$ cat src/rtl/conv_kernel_mac.sv
// Sequential fixed-point KxK convolution MAC: loadable weight bank, one window
// streamed in per run, bias + sum of products rounded, saturated and optionally ReLU'd.
module conv_kernel_mac #(
    parameter int DATA_W = 16,
    parameter int FRAC_W = 8,
    parameter int K      = 3,
    parameter int ACC_W  = 40,
    localparam int TAPS  = K * K,
    localparam int AW    = (TAPS > 1) ? $clog2(TAPS) : 1
) (
    input  logic              clk,
    input  logic              rst_n,
    input  logic              w_we,
    input  logic [AW-1:0]     w_addr,
    input  logic [DATA_W-1:0] w_data,
    input  logic              start,
    input  logic [DATA_W-1:0] bias,
    input  logic              relu_en,
    input  logic              px_valid,
    input  logic [DATA_W-1:0] px_data,
    output logic              px_ready,
    output logic              out_valid,
    input  logic              out_ready,
    output logic [DATA_W-1:0] out_data,
    output logic              out_ovf,
    output logic              busy
);

    typedef enum logic [1:0] {IDLE, ACCUM, ROUND, OUT} state_t;

    localparam logic signed [ACC_W-1:0] HALF    = ACC_W'(1) << (FRAC_W - 1);
    localparam logic signed [ACC_W-1:0] SAT_MAX = {{(ACC_W-DATA_W+1){1'b0}}, {(DATA_W-1){1'b1}}};
    localparam logic signed [ACC_W-1:0] SAT_MIN = {{(ACC_W-DATA_W+1){1'b1}}, {(DATA_W-1){1'b0}}};

    state_t                     state;
    state_t                     state_next;
    logic signed [DATA_W-1:0]   weights [TAPS];
    logic signed [ACC_W-1:0]    acc;
    logic        [AW-1:0]       tap;
    logic                       relu_q;
    logic                       px_fire;
    logic                       last_tap;
    logic signed [2*DATA_W-1:0] product;
    logic signed [ACC_W-1:0]    acc_half;
    logic signed [ACC_W-1:0]    rounded;
    logic        [DATA_W-1:0]   sat_data;
    logic                       sat_ovf;

    assign px_ready  = (state == ACCUM);
    assign out_valid = (state == OUT);
    assign busy      = (state != IDLE);
    assign px_fire   = px_valid && (state == ACCUM);
    assign last_tap  = (tap == AW'(TAPS - 1));
    assign product   = $signed(px_data) * weights[tap];

    always_ff @(posedge clk) begin
        if (!rst_n) begin
            state <= IDLE;
        end else begin
            state <= state_next;
        end
    end

    always_comb begin
        state_next = state;
        case (state)
            IDLE:    if (start) state_next = ACCUM;
            ACCUM:   if (px_fire && last_tap) state_next = ROUND;
            ROUND:   state_next = OUT;
            OUT:     if (out_ready) state_next = IDLE;
            default: state_next = IDLE;
        endcase
    end

    // A write coinciding with start lands at that edge, before tap 0 is read.
    always_ff @(posedge clk) begin
        if (!rst_n) begin
            for (int i = 0; i < TAPS; i++) begin
                weights[i] <= '0;
            end
        end else if (state == IDLE && w_we && (32'(w_addr) < TAPS)) begin
            weights[w_addr] <= w_data;
        end
    end

    always_ff @(posedge clk) begin
        if (!rst_n) begin
            acc    <= '0;
            tap    <= '0;
            relu_q <= 1'b0;
        end else if (state == IDLE && start) begin
            acc    <= {{(ACC_W-DATA_W){bias[DATA_W-1]}}, bias} <<< FRAC_W;
            tap    <= '0;
            relu_q <= relu_en;
        end else if (px_fire) begin
            acc <= acc + {{(ACC_W-2*DATA_W){product[2*DATA_W-1]}}, product};
            tap <= tap + AW'(1);
        end
    end

    // Round half up, clip to the output range, then ReLU; ovf reports the clip only.
    always_comb begin
        acc_half = acc + HALF;
        rounded  = acc_half >>> FRAC_W;
        sat_data = rounded[DATA_W-1:0];
        sat_ovf  = 1'b0;
        if (rounded > SAT_MAX) begin
            sat_data = SAT_MAX[DATA_W-1:0];
            sat_ovf  = 1'b1;
        end else if (rounded < SAT_MIN) begin
            sat_data = SAT_MIN[DATA_W-1:0];
            sat_ovf  = 1'b1;
        end
        if (relu_q && sat_data[DATA_W-1]) begin
            sat_data = '0;
        end
    end

    always_ff @(posedge clk) begin
        if (!rst_n) begin
            out_data <= '0;
            out_ovf  <= 1'b0;
        end else if (state == ROUND) begin
            out_data <= sat_data;
            out_ovf  <= sat_ovf;
        end
    end

endmodule

$ cat config.mk
export PLATFORM = sky130hd
export DESIGN_NAME = conv_kernel_mac
export DESIGN_NICKNAME = d
export VERILOG_FILES = /design/src/rtl/conv_kernel_mac.sv
export SDC_FILE = /design/constraint.sdc
export NUM_CORES = 1
export LEC_CHECK = 0
export CORE_ASPECT_RATIO = 1.1
export CORE_MARGIN = 3
export CORE_UTILIZATION = 60
export CTS_CLUSTER_DIAMETER = 30
export CTS_CLUSTER_SIZE = 24
export DETAILED_ROUTE_END_ITERATION = 6
export HOLD_SLACK_MARGIN = 0.06
export PLACE_DENSITY = 0.85
export SETUP_SLACK_MARGIN = 0.3
export SLEW_MARGIN = 15
export SYNTH_ARGS = -nofsm -noshare
export SYNTH_HDL_FRONTEND = slang
export SYNTH_SLANG_ARGS = --single-unit
$ cat constraint.sdc
create_clock -name clk -period 13.8 [get_ports clk]
set_input_delay 1.38 -clock clk [delete_from_list [all_inputs] [get_ports clk]]
set_output_delay 1.38 -clock clk [all_outputs]
set_load 0.02 [all_outputs]
==> out/metrics.yaml, run 1 <==
run_status:
  status: "complete, no violations"
clock_network:
  holdBufCountCts: 0
  root_buffer: "clkbuf_16"
  htreeDepth: 2
  clk_pin_slew_ps: 50
  post_cts_resized: 0
  post_cts_buffers: 0
  clock_latency_ps: 610
  cts_tree: "done"
  cts_buffers: 61
  clock_path_buffers: 3
  cts.sinks: 324
floorplan:
  dieWidth_um: 205
  coreArea_mm2: 0.0426
  io-pin-count: 79
  start_util: 0.613
  die-area_mm2: 0.0461
  row_count: 79
  die_y_um: 225
critical_path:
  worst_setup_path_start_kind: "flop"
  path_buf_inv: 4
  cp_common_cell: "fa_1"
  worstPathArrival_ps: 11790
  cp_max_fo: 38
  critPathRequiredTime_ps: 14270
  crit_type: "flop to flop"
  cp_slowest_cell: "fa_1"
  crit_path_max_incr_delay_ps: 900
  end_kind: "flop"
  path_delay_family: "adder cells"
detailed_routing:
  wl_mm: 66.6
  drc: 0
  dr.pass1.iters: 6
  drt_iter0_markers: 1704
  drtAntennaViolNets: 0
  wl_per_cell_um: 21.0
  via_per_inst: 6.00
  num_vias: 19000
synthesis:
  synth_top_cell_area_share: 0.294
  yosysTopAreaCell: "edfxtp_1"
  synth-edff-count: 256
  yosys_warnings: 0
  synth_flop_cell: "edfxtp_1"
  syn_inst: 2375
  ys_top_cells_by_area: "edfxtp_1 (29%), fa_1 (20%), mux4_2 (6.8%)"
  synth.avg_cell_area_um2: 11.0
  ys_seq_area_frac: 0.346
  ys_seq_elements: 324
  synthArstFlopShare: 0
  ys_types: 72
  syn_area_mm2: 0.0261
placement:
  portBuffers: 78
  gp_congestion: 0.914
  dpl.hpwl_mm: 45.3
timing:
  fin_worst_skew_ps: 18.8
  fmax_ghz: 0.0884
  slew_viol_final: 0
  finalSetupTns_ps: 0
  rsz0062_at_grt: "false"
  fin_crit_sh: 0.820
  setup_violations: 0
  slew_headroom: 0.262
  worstMarginPinSlew_ps: 1100
  hold_violations: 0
  fin_crit_ps: 11320
global_route:
  grt_usage: 0.300
  antenna_found_initial: 1
  grt_pass1_wl_mm: 108
  grt_overflow: 0
  grt_max_degree: 65
  grt_pass1_vias: 20700
job:
  drv_cap: 0
final_layout:
  area_growth_pct: 14.8
  final_nets: 3007
  drive_gt1_frac: 0.0938
  fillers: 2783
min_path:
  hold_path_class: "flop to flop"
==> flip-flops by register name (all words and copies together), names as in the netlist, named ones only <==
register and flops:
acc 40, state 2, out_data 16, relu_q 1, weights 256, out_ovf 1, tap 4
==> final cells by class <==
cell class              count  area [µm²]  share of cell area
diodes                      1        2.50           0.0000835
flip-flops and latches    324        9050               0.302
repair buffers             99         938              0.0313
clock inverters            46         567              0.0189
inverters                 347        1300              0.0435
well taps                 567         709              0.0237
multi-input cells        1720       15800               0.528
clock buffers              66        1590              0.0529
==> logic make-up (layout without fill, tap and decap cells) <==
logic type,count (synthesis),after routing,synth area share
buffers and inverters,442,558,0.0642
adders and majority gates,395,395,0.265
DFF,324,324,0.346
muxes,87,87,0.0713
and+or+nand+nor,735,735,0.148
other,1,113,0.000144
xor gates and xnor gates,87,87,0.0292
AOI/OAI and AO/OA,304,304,0.0764
==> cell usage after synthesis, types with 12 or more instances <==
cell type and n:
a21oi_1 91, nand3_1 31, dfxtp_1 68, o21ai_0 61
xor2_1 32, nand2b_1 13, a31oi_1 16, nand2_1 208
o21bai_1 12, and3_1 48, a21o_1 30, inv_1 347
nand4_1 12, or3_1 14, o211ai_1 17, clkbuf_1 75
fa_1 263, edfxtp_1 256, buf_1 13, mux4_2 79
ha_1 132, and2_1 259, xnor2_1 55, nor2_1 86
nor3_1 26
==> path summary, 6_finish.rpt <==
path         startpoint  endpoint  slack, ps  depth (start not counted)
max                flop   acc[39]       2480                         29
min              acc[0]    acc[0]        460                          2
max reg2reg        flop   acc[39]       2480                         29
min reg2reg      acc[0]    acc[0]        460                          2
==> per-stage QoR <==
step	utilization	instance area, µm²	setup slack, ps	cells	hold WS [ps]
detailed placement	0.653	27800	2870	3057	458
global route	0.704	30000	1760	3170	480
finish	0.704	30000	2480	3170	463
global placement	0.653	27800	3100	3057	445
floorplan	-	26500	3940	2486	436
CTS	0.703	30000	2550	3169	464
==> worst reg2reg max path, delay by kind of cell (launching register included) <==
kind	cells	cell delay, ps
buf+inv	4	920
simple gates	5	1200
xor+xnor	1	880
flops	1	860
fa+ha+maj	8	4290
compound gates	8	1490
mux	3	1570
==> metal layers <==
layer	routed length, µm	GRT usage	part of all wire
met5	0	0	0
met4	2940	0.136	0.044
met3	4670	0.0476	0.070
met2	35100	0.536	0.53
met1	23800	0.358	0.36
==> layout by cell type, fill, tap and decap left out, drive strengths merged, types with 66 or more instances in the layout <==
cell type / count
clkdlybuf4s50: 78
nor2: 86
inv: 357
edfxtp: 256
and2: 259
ha: 132
mux4: 79
fa: 263
conb: 112
nand2: 208
a21oi: 91
clkbuf: 66
dfxtp: 68
Power of run 1 is left out: the tool's default activity adds up to more than one toggle a clock period on the data nets, which glitch-free logic cannot reach.
==> run 2: changes to the inputs <==
CORE_UTILIZATION = 57   (was 60)
clock period = 9.7 ns   (was 13.8 ns; I/O delays follow)
==> run 2 against run 1 <==
  * Largest cell class unchanged
  * Critical path type unchanged
  * The run now ends with DRC left
  * First-iteration DRC count is 23% higher
  * Global-route usage decreased by 2.2 points
  * Via count is 4.3% higher
==> out/metrics.yaml, run 2 (synthesis results as in run 1) <==
critical_path:
  ff2ff_path_depth: 32
  path_buf_inv: 6
  cp_slowest_cell: "mux4_2"
  worstPathArrival_ps: 9800
  end_kind: "flop"
  r2r_slack_ps: 360
  path_delay_family: "adder cells"
  cp_common_cell: "fa_1"
  reg2reg_to: "acc[37]"
  critPathRequiredTime_ps: 10160
  cp_max_fo: 8
  crit_path_max_incr_delay_ps: 620
  worst_setup_path_start_kind: "flop"
  crit_type: "flop to flop"
clock_network:
  clk_pin_slew_ps: 50
  htreeDepth: 2
  clock_path_buffers: 3
  holdBufCountCts: 0
  root_buffer: "clkbuf_16"
  clock_latency_ps: 630
  cts_tree: "done"
  cts.sinks: 324
  cts_buffers: 57
detailed_routing:
  drc: 2
  wl_per_cell_um: 22.1
  drt_iter0_markers: 2088
  wl_mm: 72.9
  num_vias: 19800
  drtAntennaViolNets: 0
  via_per_inst: 6.01
  dr.pass1.iters: 7
timing:
  rsz0062_at_grt: "true"
  hold_violations: 0
  slew_viol_final: 0
  worstMarginPinSlew_ps: 1180
  fin_crit_ps: 9340
  finalSetupTns_ps: 0
  slew_headroom: 0.212
  fin_crit_sh: 0.963
  whs_ps: 460
  fin_worst_skew_ps: 53.3
  fmax_ghz: 0.107
  setup_violations: 0
floorplan:
  row_count: 81
  dieWidth_um: 210
  die-area_mm2: 0.0484
  coreArea_mm2: 0.0449
  die_y_um: 231
  start_util: 0.582
  io-pin-count: 79
global_route:
  grt_pass1_wl_mm: 106
  grt_pass1_vias: 20400
  grt_usage: 0.278
  grt_max_degree: 36
  grt_overflow: 0
  antenna_found_initial: 0
min_path:
  hp-start: "acc[3]"
  min_path_cells: 2
  holdPathEnd: "acc[3]"
  hold_path_class: "flop to flop"
final_layout:
  multiInputGateArea_mm2: 0.0164
  largest-register: "weights"
  final_common_cell: "inv_1"
  drive_gt1_frac: 0.168
  final_cell_mix: "inv_1 (333), edfxtp_1 (256), fa_1 (251)"
  top_regs: "weights (256), acc (40), out_data (16)"
  final_nets: 3128
  seq_area_mm2: 0.00906
  post-route-util: 0.704
  fillers: 2868
  n_antenna_cell: 0
  largest_reg_flops: 256
  area_growth_pct: 21.0
placement:
  gp_congestion: 0.940
  portBuffers: 78
  dpl.hpwl_mm: 46.0
job:
  drv_cap: 0
run_status:
  failed_checks: "DRC"
  status: "complete, but fails checks"
run 2: cell count changes in the layout (fill, tap and decap cells not counted), moves of 9 or more:
cell	change
a21oi_1	-16
a21oi_2	+16
and2_1	-16
and2_4	+17
buf_4	+92
buf_6	+14
clkbuf_1	+13
fa_1	-12
fa_2	+12
ha_1	-19
ha_4	+11
inv_1	-14
inv_2	+14
o21ai_0	-9
run 2: area by class of cell:
type                    instances  area share
multi-input cells            1726       0.519
flip-flops and latches        324       0.287
repair buffers                218      0.0663
clock buffers                  72      0.0469
inverters                     347      0.0412
well taps                     581      0.0230
clock inverters                33      0.0173
run 2: worst reg2reg max path: cells and delay by family, from the launching register on:
family / cells / cell delay, ps
fa+ha+maj: 8 / 3660
compound gates: 10 / 1880
mux: 2 / 1180
simple gates: 4 / 1160
buf+inv: 6 / 610
flops: 1 / 450
xor+xnor: 2 / 240
run 2: worst max path at each step:
stage	start	to	slack [ps]	cells after the start
floorplan	flop	acc[37]	360	34
global route	flop	acc[37]	70	37
detailed placement	flop	acc[37]	90	31
CTS	flop	acc[37]	250	34
finish	flop	acc[37]	360	32
global placement	flop	acc[37]	240	34
run 2: stage by stage:
step | setup slack (ps) | area (µm²) | std cells
floorplan | 362 | 26500 | 2486
global placement | 238 | 28100 | 3107
detailed placement | 93.3 | 28100 | 3107
CTS | 245 | 30300 | 3225
global route | 71.9 | 31600 | 3301
finish | 361 | 31600 | 3301
run 2: per-layer routing:
layer | GRT usage | part of all wire | vias up
met5 | 0 | 0 | -
met4 | 0.147 | 0.059 | 0
met3 | 0.0401 | 0.089 | 325
met2 | 0.492 | 0.51 | 1154
met1 | 0.328 | 0.34 | 9838
li1 | - | - | 8529
run 2: repair_timing:
action | CTS | global route
setup endpoints to repair | 10 | 19
pin swaps | 0 | 85
cloned | 1 | 11
gates resized for setup | 7 | 146
buffers inserted | 12 | 65
Power of run 2 is left out for the same reason.
